===== src/rtl/decoder_rr_arbiter_pkg.sv =====
// Shared types and constants for the round-robin decoder arbiter.
package decoder_arb_pkg;

    localparam int NREQ  = 8;
    localparam int IDX_W = 3;

    typedef enum logic [1:0] {
        IDLE  = 2'b00,
        GRANT = 2'b01,
        GAP   = 2'b10
    } state_t;

    // Decoder enable codes: only 2'b10 lets the decoder drive its outputs.
    localparam logic [1:0] ENA_ON  = 2'b10;
    localparam logic [1:0] ENA_OFF = 2'b11;

    // One-hot vector with only bit idx set.
    function automatic logic [NREQ-1:0] idx_to_onehot(input logic [IDX_W-1:0] idx);
        return {{(NREQ-1){1'b0}}, 1'b1} << idx;
    endfunction

endpackage


===== src/rtl/decoder_rr_arbiter_rr_pick.sv =====
// Combinational round-robin picker: first set request at or above ptr, wrapping.
module rr_pick
    import decoder_arb_pkg::*;
(
    input  logic [NREQ-1:0]  iReq,
    input  logic [IDX_W-1:0] ptr,
    output logic [IDX_W-1:0] pick,
    output logic             any
);

    logic [NREQ-1:0]  rotated;
    logic [IDX_W-1:0] first;

    // Rotate right by ptr so that requester ptr lands on bit 0.
    always_comb begin
        rotated = {NREQ{1'b0}};
        for (int i = 0; i < NREQ; i++) begin
            rotated[i] = iReq[IDX_W'(i) + ptr];
        end
    end

    // Fixed-priority encode of the rotated vector, lowest bit wins.
    always_comb begin
        first = {IDX_W{1'b0}};
        for (int i = NREQ - 1; i >= 0; i--) begin
            if (rotated[i]) begin
                first = IDX_W'(i);
            end else begin
                first = first;
            end
        end
    end

    // Undo the rotation; the 3-bit add wraps naturally modulo 8.
    always_comb begin
        pick = first + ptr;
        any  = |iReq;
    end

endmodule


===== src/rtl/decoder_rr_arbiter.sv =====
// Round-robin arbiter driving a shared 3-to-8 decoder (index + enable code),
// with break-before-make GAP cycle and optional hold-time limit.
module decoder_rr_arbiter
    import decoder_arb_pkg::*;
#(
    parameter int MAX_HOLD = 16,
    parameter int HOLD_W   = 5
) (
    input  logic             clk,
    input  logic             rst,
    input  logic [NREQ-1:0]  iReq,
    input  logic             iDone,
    output logic [IDX_W-1:0] oData,
    output logic [1:0]       oEna,
    output logic [NREQ-1:0]  oGrant,
    output logic             oBusy,
    output logic             oTimeout
);

    localparam bit               LIMIT_EN  = (MAX_HOLD != 0);
    localparam logic [HOLD_W-1:0] HOLD_LAST = HOLD_W'((MAX_HOLD == 0) ? 0 : (MAX_HOLD - 1));
    localparam logic [HOLD_W-1:0] HOLD_SAT  = {HOLD_W{1'b1}};
    localparam logic [HOLD_W-1:0] HOLD_ONE  = HOLD_W'(1);

    state_t           state, state_nx;
    logic [IDX_W-1:0] ptr, ptr_nx;
    logic [HOLD_W-1:0] hold, hold_nx;
    logic [IDX_W-1:0] data_nx;
    logic [1:0]       ena_nx;
    logic [NREQ-1:0]  grant_nx;
    logic             busy_nx;
    logic             timeout_nx;

    logic [IDX_W-1:0] pick;
    logic             any;
    logic             hold_limit;
    logic             owner_req;
    logic             release_now;

    rr_pick u_pick (
        .iReq (iReq),
        .ptr  (ptr),
        .pick (pick),
        .any  (any)
    );

    // Release conditions for the current owner; coincident events merge into one.
    always_comb begin
        hold_limit  = LIMIT_EN && (hold == HOLD_LAST);
        owner_req   = iReq[oData];
        release_now = iDone || !owner_req || hold_limit;
    end

    // Next-state and next-output logic; registers hold their value by default.
    always_comb begin
        state_nx   = state;
        ptr_nx     = ptr;
        hold_nx    = hold;
        data_nx    = oData;
        ena_nx     = oEna;
        grant_nx   = oGrant;
        busy_nx    = oBusy;
        timeout_nx = 1'b0;
        case (state)
            IDLE: begin
                if (any) begin
                    state_nx = GRANT;
                    data_nx  = pick;
                    ena_nx   = ENA_ON;
                    grant_nx = idx_to_onehot(pick);
                    busy_nx  = 1'b1;
                    hold_nx  = {HOLD_W{1'b0}};
                end else begin
                    ena_nx   = ENA_OFF;
                    grant_nx = {NREQ{1'b0}};
                    busy_nx  = 1'b0;
                end
            end
            GRANT: begin
                if (release_now) begin
                    // Decoder is disabled first; the index stays for observability.
                    state_nx   = GAP;
                    ena_nx     = ENA_OFF;
                    grant_nx   = {NREQ{1'b0}};
                    busy_nx    = 1'b0;
                    ptr_nx     = oData + 3'd1;
                    hold_nx    = {HOLD_W{1'b0}};
                    timeout_nx = hold_limit && !iDone && owner_req;
                end else begin
                    hold_nx = (hold == HOLD_SAT) ? hold : (hold + HOLD_ONE);
                end
            end
            GAP: begin
                state_nx = IDLE;
            end
            default: begin
                state_nx = IDLE;
                ena_nx   = ENA_OFF;
                grant_nx = {NREQ{1'b0}};
                busy_nx  = 1'b0;
            end
        endcase
    end

    // State, pointer, hold counter and registered outputs with synchronous reset.
    always_ff @(posedge clk) begin
        if (rst) begin
            state    <= IDLE;
            ptr      <= {IDX_W{1'b0}};
            hold     <= {HOLD_W{1'b0}};
            oData    <= {IDX_W{1'b0}};
            oEna     <= ENA_OFF;
            oGrant   <= {NREQ{1'b0}};
            oBusy    <= 1'b0;
            oTimeout <= 1'b0;
        end else begin
            state    <= state_nx;
            ptr      <= ptr_nx;
            hold     <= hold_nx;
            oData    <= data_nx;
            oEna     <= ena_nx;
            oGrant   <= grant_nx;
            oBusy    <= busy_nx;
            oTimeout <= timeout_nx;
        end
    end

endmodule

===== config.mk =====
export PLATFORM = sky130hd
export DESIGN_NAME = decoder_rr_arbiter
export DESIGN_NICKNAME = d
export VERILOG_FILES = /design/src/rtl/decoder_rr_arbiter_pkg.sv /design/src/rtl/decoder_rr_arbiter_rr_pick.sv /design/src/rtl/decoder_rr_arbiter.sv
export SDC_FILE = /design/constraint.sdc
export NUM_CORES = 1
export LEC_CHECK = 0
export BUFFER_PORTS_ARGS = -buffer_cell sky130_fd_sc_hd__buf_2
export CAP_MARGIN = 40
export CORE_ASPECT_RATIO = 0.8
export CORE_MARGIN = 8
export CORE_UTILIZATION = 50
export DETAILED_ROUTE_END_ITERATION = 10
export GPL_TIMING_DRIVEN = 0
export PLACE_DENSITY = 0.84
export SLEW_MARGIN = 20
export SYNTH_ARGS = -nofsm -noshare
export SYNTH_HDL_FRONTEND = slang
export SYNTH_SLANG_ARGS = --single-unit

===== constraint.sdc =====
create_clock -name clk -period 3.25 [get_ports clk]
set_input_delay 0 -clock clk [delete_from_list [all_inputs] [get_ports clk]]
set_output_delay 0 -clock clk [all_outputs]
set_load 0.01 [all_outputs]

* After elaboration in Yosys (flattened, before gate mapping)
Cells that the tools add are included.
Storage, ports and cells: bits in registers 25, logic and storage cells 95
Cells by class: add/subtract/negate cells 10, order comparisons 9, equal/unequal tests 7, shift operators 1, mux-type cells 42, bitwise operators 3, reductions and logical operators 15
Operators by type and width (number):
- $lt 3x4->1 const B | 9
- $bmux 1 s3 | 9
- $mux 3 | 8
- $pmux 8 s3 | 1
- $mux 8 | 2
- $mux 5 | 3
- $add 3x3->3 const A | 4
- $mux 1 | 12
- $pmux 5 s2 | 1
- $reduce_and 2->1 | 4
- $reduce_or 8->1 | 1
- $shl 1x3->8 const A | 1
- $add 2x3->3 const A | 2
- $mux 2 | 3
- $pmux 2 s3 | 1
- $add 5x1->5 const B | 1
- $eq 5x4->1 const B | 1
- $eq 5x5->1 const B | 1
- $ne 2x2->1 const B | 2
- $pmux 2 s2 | 1
- $add 1x3->3 const A | 1
- $add 3x1->3 const B | 1
- $add 3x3->3 | 1
- $ne 3x3->1 const B | 1
- 11 further kinds | 16

* Logic depth before layout (Yosys ltp)
Gate-level depths: netlist of the first run.
depth in word-level cells 15, depth in mapped cells 17, depth with buffers taken out 15

* Modules after synthesis
A second synthesis of the first run with hierarchy kept.
Unflattened totals: cells, all modules 216, area, all modules 2006.9 um^2
Modules (own cells, without submodules):
- decoder_rr_arbiter | times used 1, cells an instance 147, area an instance 1343.8 um^2
- rr_pick | times used 1, cells an instance 69, area an instance 663.1 um^2

* Least setup slack after synthesis of the first run
OpenSTA, ideal clock, no wires.
path kind flip-flop to flip-flop, start register ptr[0], end register oGrant[3], setup time 0.117 ns, arrival 3.493 ns, data required time 3.133 ns, slack -0.360 ns, cell stages (with the launch flop) 18, cell sequence dfxtp_1 -> buf_2 -> inv_1 -> ha_1 -> buf_2 -> mux2i_1 -> mux2_2 -> mux2_2 -> nor2b_1 -> nor3b_1 -> a21oi_1 -> a21oi_1 -> ha_1 -> inv_1 -> fa_1 -> xor2_1 -> xnor2_2 -> a32o_1
Between the ends: longest elaborated chain between the ends 15, elaborated cells on any way between the ends 35, classes of those cells 8 x add/sub; 1 x shift; 26 x mux
Ends and longest elaborated chain:
- from (decl) | line decoder_rr_arbiter.sv:26 | logic [IDX_W-1:0] ptr, ptr_nx;
- from (signal assigned) | line decoder_rr_arbiter.sv:109 | ptr <= {IDX_W{1'b0}};
- from (signal assigned) | line decoder_rr_arbiter.sv:118 | ptr <= ptr_nx;
- $add 3x3->3 | line decoder_rr_arbiter_rr_pick.sv:18 | rotated[i] = iReq[IDX_W'(i) + ptr];
- $bmux 1 s3 | line decoder_rr_arbiter_rr_pick.sv:18
- $mux 1 (not written as such) | line decoder_rr_arbiter_rr_pick.sv:18
- $mux 3 (8 in series) | line decoder_rr_arbiter_rr_pick.sv:26 | if (rotated[i]) begin
- $add 3x3->3 * | line decoder_rr_arbiter_rr_pick.sv:36 | pick = first + ptr;
- $shl 1x3->8 * | line decoder_rr_arbiter_pkg.sv:19 | return {{(NREQ-1){1'b0}}, 1'b1} << idx;
- $mux 8 * | line decoder_rr_arbiter.sv:66 | if (any) begin
- $pmux 8 s3 * | line decoder_rr_arbiter.sv:64 | case (state)
- to (signal assigned) | line decoder_rr_arbiter.sv:113 | oGrant <= {NREQ{1'b0}};
- to (signal assigned) | line decoder_rr_arbiter.sv:122 | oGrant <= grant_nx;
- to (decl) | line decoder_rr_arbiter.sv:15 | output logic [NREQ-1:0] oGrant,
Mark *: on every way between the ends. The rest lies on a longest branch, timed or not. The select of a mux whose other input is x is not followed. A chain may end at the register's enable or synchronous reset.

* Final worst setup path of the first run
start register ptr[1], end register oGrant[3]
Same word-level chain as after synthesis.

==> results.ini, run 1 <==
[routing]
dr_wl_met3_um = 207
routed_wl_um = 3840
wirelength_met1_um = 1790
drtIter0Drc = 91
ant_nets = 0
viasPerCell = 5.70
vias = 1431
maxUsedRoutingLayer = met4
drc_errors = 0
met2WireLength_um = 1820
dr.pass1.iters = 4
wl_per_cell_um = 15.3

[clock_network]
cts_tree = yes
cts_buffers = 3
cts_buffer_depth = 2
cts_num_sinks = 24
root_buffer = clkbuf_8
clkTransAtPathRegs_ns = 0.08
htree_levels = 1
clk_latency_ns = 0.27

[place]
port_buffers = 24
dp_hpwl_um = 2680
gp_congestion = 0.790

[yosys]
synth.avg_cell_area_um2 = 9.30
ys_ff_latch = 24
syn_nets = 191
ys_seq_area_share_pct = 30.0
synth-async-reset-ratio_pct = 0
yosysTopAreaCellShare_pct = 30.0
synth.cell_area_um2 = 1600
synth_cells = 172
synth.area.top_cells = dfxtp_1 30%, mux4_2 11%, mux2i_1 5.6%
yosys.area.top_type = dfxtp_1
yosysUniqueCellTypes = 39
yosysWarnings = 0
synthFlopType = dfxtp_1
synth-edff-count = 0

[grt]
grt_overflow = 0
grt_pass1_vias = 1349
grt_pass1_wl_um = 6680
antenna_found_initial = 0
grt_start_max_net_pins = 15
groute.usage.overall_pct = 15.6

[sta]
finalWorstSetupSlack_ns = -0.102
skew_ns = 0.00267
maxSlewViolCount = 0
slew-limit-headroom_pct = 51.0
fmaxAchievable_mhz = 298
hold_ws_ns = 0.0223
period_share_pct = 103
hold_viol_final = 0
fin_crit_ns = 3.35
rsz0062_at_grt = yes
tightestPinTransition_ns = 0.730
setup-violations-final = 9
fin_tns_setup_ns = -0.605

[status]
status = finished, violations left
violations = setup timing

[worst_setup_path]
path_cells = clkbuf_8 > inv_6 > ha_4 > mux2i_2 > mux2_4 > mux2_4 > nor2b_4 > o22ai_1 > a21oi_1 > a21oi_2 > ha_2 > inv_2 > fa_2 > xor2_4 > xnor2_4 > a32o_1
regToRegStartpoint = ptr[1]$_SDFFE_PP0P_
critPathArrivalTime_ns = 3.53
cp-end-kind = flip-flop
cp_max_fo = 6
slowest_stage = fa_2
path_buf_inv = 3
crit_required_ns = 3.42
cp_top_family = adder cells
cpMostUsedCell = mux2_4
r2r_end = oGrant[3]$_SDFFE_PP0P_
start_kind = flip-flop
cpPeakStageDelay_ns = 0.37
path_class = reg -> reg
r2r_cells = 16
startpoint = ptr[1]$_SDFFE_PP0P_
ff2ff_setup_slack_ns = -0.10

[floorplanning]
ios = 26
rows = 18
fp.dieW_um = 79.3
initial_core_util_pct = 52.2
fp.dieArea_um2 = 5280
die_h_um = 66.6
core-area_um2 = 3060

[worst_hold_path]
hp-class = in -> reg
min_from = rst
whs_path_depth = 4
min_to = oGrant[5]$_SDFFE_PP0P_

[finish]
final_nets = 231
diodes = 0
area_delta_synth_final_pct = 30.6
num-fill-cells = 253
drive_gt1_share_pct = 36.5

[pwr]
powerDensity_nw_per_um2 = 599
cellLeakagePower_nw = 0.893
ir_worst_vdd_v = 0.000304

[run]
maxCapViolCount = 0

-- synth_stat cells (3+ instances only) --
master,n
clkbuf_1,4
mux2_2,5
inv_1,9
nor2b_1,4
mux2i_1,9
a21oi_1,15
and3_1,3
nor3_1,7
ha_1,7
nand2_1,15
o21ai_1,7
mux4_2,8
a32o_1,3
nand2b_1,3
nor2_1,18
dfxtp_1,24
xor2_1,4
-- worst min-delay path, cell delays in order --
cell	delay, ns
buf_2	0.09
nor2_1	0.04
nand3_1	0.07
o21ai_1	0.06
-- routing by layer --
metal	track usage (%)	vias to the layer above
met5	0	-
met4	2.76	0
met3	4.57	5
met2	25.6	32
met1	19.9	684
li1	-	710
-- flip-flops by register name, indices dropped and copies added, names as in the netlist --
signal,cells
hold,5
oBusy,1
oData,3
oEna,1
oGrant,8
oTimeout,1
ptr,3
state,2
-- cell families (layout without fill, tap and decap cells) --
family          Yosys count  in the layout  share of synthesized area (%)
compound gates           34             34                           13.9
xor+xnor                  6              7                           3.75
buf+inv                  16             54                           4.14
fa+ha+maj                 8              8                           6.72
simple gates             59             59                           17.5
other cells               1              1                          0.234
flops                    24             24                           30.0
mux                      24             24                           23.7
-- area by class of cell --
cell class	count	area, um2	share of cell area (%)
multi-input combinational	133	1180	56.7
sequential	24	485	23.2
timing repair buffer	35	209	9.99
clock buffer	4	66.3	3.17
buffer	6	53.8	2.57
tap	40	50.0	2.39
inverter	9	41.3	1.97
-- cells in the final DEF, fill, tap and decap left out, types with 3 or more instances in the layout --
cell type	n
buf_2	24
dfxtp_1	22
nor2_1	18
nand2_1	15
a21oi_1	14
buf_4	10
mux4_2	8
o21ai_1	7
inv_1	6
nor3_1	6
mux2i_2	5
ha_1	5
clkbuf_8	4
mux2i_1	4
nor2b_1	3
xor2_1	3
and3_1	3
mux2_4	3
a32o_1	3
nand2b_1	3
-- through the flow --
step,worst slack [ns],cells,util (%),power [mW],area [um2]
6_report,-0.102,251,68.3,1.25,2090
5_1_grt,-0.210,251,68.3,1.34,2090
4_1_cts,-0.0899,248,66.6,1.22,2040
3_3_place_gp,-0.337,236,60.5,0.907,1850
3_5_place_dp,-0.401,236,60.5,0.920,1850
2_1_floorplan,-0.0638,172,-,0.797,1680
-- how the worst max path moves through the flow --
stage | end | cells after the start
after detailed placement | oGrant[0]$_SDFFE_PP0P_ | 17
after global placement | oGrant[0]$_SDFFE_PP0P_ | 17
after floorplan | oGrant[0]$_SDFFE_PP0P_ | 17
after global routing | oGrant[6]$_SDFFE_PP0P_ | 17
after CTS | oGrant[3]$_SDFFE_PP0P_ | 16
final | oGrant[3]$_SDFFE_PP0P_ | 16
-- repair_timing --
action / in CTS / in global routing
endpoints found under the hold margin: 1 / 0
resized for setup: 11 / 5
hold buffers: 1 / 0
endpoints found under the setup margin: 10 / 9
buffers inserted: 7 / 3
gates cloned: 1 / 0
pin swaps: 7 / 2
-- where the power goes --
group	switching, mW	internal [mW]
clock	0.0995	0.134
combinational	0.321	0.325
sequential	0.0399	0.334
total	0.460	0.793
Power figures use the tool's default switching activity.
==> run 2, diff against run 1 <==
--- a/config.mk
+++ b/config.mk
@@ -11,8 +11,10 @@
 export CORE_MARGIN = 8
 export CORE_UTILIZATION = 50
 export DETAILED_ROUTE_END_ITERATION = 10
+export GPL_ROUTABILITY_DRIVEN = 0
 export GPL_TIMING_DRIVEN = 0
 export PLACE_DENSITY = 0.84
+export RECOVER_POWER = 100
 export SLEW_MARGIN = 20
 export SYNTH_ARGS = -nofsm -noshare
 export SYNTH_HDL_FRONTEND = slang
==> results.ini, run 2 (synthesis gave the netlist of run 1 again) <==
[status]
status = finished, violations left
violations = setup timing

[routing]
maxUsedRoutingLayer = met4
met2WireLength_um = 1820
vias = 1440
ant_nets = 0
wl_per_cell_um = 15.4
wirelength_met1_um = 1810
viasPerCell = 5.74
routed_wl_um = 3860
dr.pass1.iters = 4
drc_errors = 0
drtIter0Drc = 73
dr_wl_met3_um = 217

[worst_setup_path]
cp_top_family = adder cells
slowest_stage = fa_2
path_buf_inv = 3
start_kind = flip-flop
critPathArrivalTime_ns = 3.52
cp_max_fo = 6
path_class = reg -> reg
cp-end-kind = flip-flop
cpMostUsedCell = mux2_4
crit_required_ns = 3.43
cpPeakStageDelay_ns = 0.37
path_cells = clkbuf_8 > inv_6 > ha_4 > mux2i_2 > mux2_4 > mux2_4 > nor2b_4 > o22ai_1 > a21oi_1 > a21oi_2 > ha_2 > inv_2 > fa_2 > xor2_4 > xnor2_4 > a32o_1

[clock_network]
root_buffer = clkbuf_8
clk_latency_ns = 0.27
cts_tree = yes
cts_buffers = 3
cts_buffer_depth = 2
clkTransAtPathRegs_ns = 0.09
htree_levels = 1
cts_num_sinks = 24

[finish]
diodes = 0
area_delta_synth_final_pct = 29.6
largest_reg_flops = 8
drive_gt1_share_pct = 29.9
postLayoutCoreUtil_pct = 67.7
num-fill-cells = 263
regArea_um2 = 485
top_regs = oGrant x8, hold x5
regMostFlops = oGrant
finalNonFillerCells = 251
final_nets = 231
layout_common_cells = 22 x dfxtp_1, 18 x nor2_1, 16 x clkbuf_1
layout_commonest_cell = dfxtp_1
multi_input_area_um2 = 1180

[sta]
fmaxAchievable_mhz = 299
tightestPinTransition_ns = 0.730
skew_ns = 0.00422
maxSlewViolCount = 0
hold_viol_final = 0
period_share_pct = 103
setup-violations-final = 9
rsz0062_at_grt = yes
fin_tns_setup_ns = -0.577
fin_crit_ns = 3.35
finalWorstSetupSlack_ns = -0.0988
slew-limit-headroom_pct = 51.0

[worst_hold_path]
hp-class = in -> reg

[grt]
grt_start_max_net_pins = 15
antenna_found_initial = 0
groute.usage.overall_pct = 15.6
grt_pass1_wl_um = 6680
grt_overflow = 0
grt_pass1_vias = 1349

[floorplanning]
rows = 18
core-area_um2 = 3060
die_h_um = 66.6
fp.dieArea_um2 = 5280
ios = 26
initial_core_util_pct = 52.2
fp.dieW_um = 79.3

[pwr]
powerDensity_nw_per_um2 = 602
ir_worst_vdd_v = 0.000302
cellLeakagePower_nw = 0.837

[place]
placed_cells = 236
port_buffers = 24
dp_hpwl_um = 2680

[run]
maxCapViolCount = 0

## run 2: layout make-up
cell class                      instances  share of cell area, %
Multi-Input combinational cell        133                   57.2
Sequential cell                        24                   23.4
Timing Repair Buffer                   35                   9.23
Clock buffer                            4                   3.20
Buffer                                  6                   2.60
Tap cell                               40                   2.41
Inverter                                9                   1.99
## run 2: worst paths after layout
path / from / slack [ns] / depth (start not counted) / endpoint
setup / recovery: ptr[1]$_SDFFE_PP0P_ / -0.1 / 16 / oGrant[3]$_SDFFE_PP0P_
hold reg to reg: oGrant[4]$_SDFFE_PP0P_ / 0.45 / 2 / oGrant[4]$_SDFFE_PP0P_
hold / removal: rst / 0.02 / 4 / oGrant[5]$_SDFFE_PP0P_
setup reg to reg: ptr[1]$_SDFFE_PP0P_ / -0.1 / 16 / oGrant[3]$_SDFFE_PP0P_
## run 2: metal layers
metal / track usage [%] / up-vias
met4: 2.76 / 0
met1: 19.9 / 690
met3: 4.57 / 5
li1: - / 711
met5: 0 / -
met2: 25.6 / 34
## run 2: timing repair
action,in CTS,in global routing
endpoints found under the hold margin,1,0
hold buffers,1,0
setup endpoints to repair,10,9
pin swaps,7,2
cloned,1,0
buffers inserted,7,3
gates resized for setup,11,5
## run 2: where the power goes
group	total, mW	switching (mW)	internal (mW)
sequential	0.375	0.0411	0.334
combinational	0.638	0.321	0.317
clock	0.233	0.0991	0.134
total	1.25	0.462	0.786
## run 2: per-stage QoR
stage	total power, mW	hold slack, ns	instance area (um2)	worst slack [ns]
2_1_floorplan	0.797	0.0775	1680	-0.0638
3_3_place_gp	0.907	0.188	1850	-0.337
3_5_place_dp	0.920	0.194	1850	-0.401
4_1_cts	1.22	0.0266	2040	-0.0899
5_1_grt	1.33	0.0290	2070	-0.210
6_report	1.25	0.0211	2070	-0.0988
## run 2: worst register-to-register path: cells and delay by family (launching register included)
| kind | cells | cell delay (ns) |
|---|---|---|
| AO/OA/AOI/OAI | 4 | 0.66 |
| flip-flops | 1 | 0.35 |
| adder cells (fa/ha/maj) | 3 | 0.81 |
| AND/OR/NAND/NOR | 1 | 0.13 |
| XOR/XNOR | 2 | 0.36 |
| multiplexers | 3 | 0.72 |
| buffers and inverters | 3 | 0.21 |
==> run 3, diff against run 2 <==
--- a/config.mk
+++ b/config.mk
@@ -9,11 +9,11 @@
 export CAP_MARGIN = 40
 export CORE_ASPECT_RATIO = 0.8
 export CORE_MARGIN = 8
-export CORE_UTILIZATION = 50
+export CORE_UTILIZATION = 45
 export DETAILED_ROUTE_END_ITERATION = 10
 export GPL_ROUTABILITY_DRIVEN = 0
 export GPL_TIMING_DRIVEN = 0
-export PLACE_DENSITY = 0.84
+export PLACE_DENSITY = 0.77
 export RECOVER_POWER = 100
 export SLEW_MARGIN = 20
 export SYNTH_ARGS = -nofsm -noshare
==> constraint.sdc (replaced) <==
create_clock -name clk -period 3.25 [get_ports clk]
set_input_delay 0 -clock clk [delete_from_list [all_inputs] [get_ports clk]]
set_output_delay 0 -clock clk [all_outputs]
set_load 0.05 [all_outputs]
==> results.ini, run 3 (synthesis gave the netlist of run 1 again) <==
[routing]
ant_nets = 0
drc_errors = 0
viasPerCell = 5.51
dr.pass1.iters = 4
routed_wl_um = 3730
vias = 1384
drtIter0Drc = 109
wl_per_cell_um = 14.9

[sta]
finalWorstSetupSlack_ns = -0.109
rsz0062_at_grt = yes
tightestPinTransition_ns = 0.726
maxSlewViolCount = 0
slew-limit-headroom_pct = 51.2
skew_ns = 0.00697
hold_viol_final = 0
setup-violations-final = 9
fin_crit_ns = 3.36
period_share_pct = 103
fmaxAchievable_mhz = 298

[clock_network]
root_buffer = clkbuf_8
htree_levels = 1
cts_num_sinks = 24
cts_tree = yes
cts_buffers = 3
cts_buffer_depth = 2
clk_latency_ns = 0.27
clkTransAtPathRegs_ns = 0.09

[worst_setup_path]
slowest_stage = fa_2
cp_max_fo = 6
cpPeakStageDelay_ns = 0.42
path_buf_inv = 3
critPathArrivalTime_ns = 3.53
r2r_cells = 16
path_class = reg -> reg
start_kind = flip-flop
crit_cells = 16
crit_required_ns = 3.43
path_cells = buf_8 > inv_6 > ha_4 > mux2i_4 > mux2_4 > mux2_4 > nor2b_4 > o22ai_2 > a21oi_2 > a21oi_2 > ha_2 > inv_2 > fa_2 > xor2_4 > xnor2_4 > a32o_1
cp_top_family = adder cells
cp-end-kind = flip-flop

[floorplanning]
core-area_um2 = 3420
rows = 19
ios = 26
initial_core_util_pct = 46.7
die_h_um = 69.3
fp.dieW_um = 82.7
fp.dieArea_um2 = 5730

[pwr]
power_mw = 1.33
cellLeakagePower_nw = 0.841
powerDensity_nw_per_um2 = 644
ir_worst_vdd_v = 0.000321

[finish]
drive_gt1_share_pct = 29.7
area_delta_synth_final_pct = 29.5
regMostFlops = oGrant
final_nets = 229
layout_common_cells = 22 x dfxtp_1, 18 x nor2_1, 15 x nand2_1, 15 x clkbuf_1, 13 x a21oi_1
largest_reg_flops = 8
fin_area_um2 = 2070
diodes = 0
top_regs = oGrant x8, hold x5
layout_commonest_cell = dfxtp_1

[grt]
grt_overflow = 0
groute.usage.overall_pct = 12.2
antenna_found_initial = 0
grt_pass1_wl_um = 5770
grt_start_max_net_pins = 15
grt_pass1_vias = 1251

[place]
dpl_cell_area_um2 = 1860
port_buffers = 24
dp_hpwl_um = 2560
pre_cts_ws_ns = -0.379

[status]
violations = setup timing
status = finished, violations left

[run]
maxCapViolCount = 0

[worst_hold_path]
hp-class = in -> reg
whs_path_depth = 4

==> run 3: worst paths after layout <==
check | startpoint | end | slack (ns)
worst max register to register | ptr[1]$_SDFFE_PP0P_ | oGrant[3]$_SDFFE_PP0P_ | -0.11
worst min-delay path | rst | oGrant[5]$_SDFFE_PP0P_ | 0.03
worst max-delay path | ptr[1]$_SDFFE_PP0P_ | oGrant[3]$_SDFFE_PP0P_ | -0.11
worst min register to register | oGrant[5]$_SDFFE_PP0P_ | oGrant[5]$_SDFFE_PP0P_ | 0.45
==> run 3: worst reg2reg max path, stage by stage, from the launching register on <==
cell,delay (ns)
dfxtp_2,0.35
buf_8,0.11
inv_6,0.03
ha_4,0.28
mux2i_4,0.21
mux2_4,0.28
mux2_4,0.26
nor2b_4,0.13
o22ai_2,0.14
a21oi_2,0.08
a21oi_2,0.11
ha_2,0.18
inv_2,0.04
fa_2,0.42
xor2_4,0.19
xnor2_4,0.19
a32o_1,0.25
==> run 3: timing repair <==
| item | 4_1_cts | 5_1_grt |
|---|---|---|
| resized for setup | 10 | 8 |
| buffers inserted | 5 | 3 |
| gates cloned | 1 | 0 |
| endpoints found under the setup margin | 9 | 9 |
| pin swaps | 7 | 10 |
| hold buffers | 1 | 0 |
| hold endpoints to repair | 1 | 0 |
==> run 3: cell type report <==
cell class / instances / area [um2]
Sequential cell: 24 / 485
Fill cell: 294 / 1350
Tap cell: 42 / 52.6
Clock buffer: 4 / 66.3
Timing Repair Buffer: 33 / 178
Buffer: 6 / 55.1
Multi-Input combinational cell: 133 / 1190
Inverter: 9 / 41.3
==> run 3: layer usage <==
layer,GRT usage (%),wire [um]
met1,17.8,1850
met2,17.5,1600
met3,4.02,271
met4,1.15,12
met5,0,0
==> run 3: per-stage QoR <==
stage | TNS, ns | utilization (%) | hold slack (ns) | cells
2_1_floorplan | -0.407 | - | 0.0775 | 172
3_3_place_gp | -2.77 | 54.2 | 0.191 | 238
3_5_place_dp | -3.21 | 54.2 | 0.189 | 238
4_1_cts | -0.676 | 59.4 | 0.0249 | 248
5_1_grt | -1.90 | 60.5 | 0.0431 | 251
6_report | -0.810 | 60.5 | 0.0254 | 251
==> run 3: report_power, final <==
group	switching (mW)	internal, mW	total [mW]
clock network	0.101	0.134	0.235
logic	0.410	0.316	0.726
registers	0.0382	0.334	0.373
total	0.549	0.784	1.33
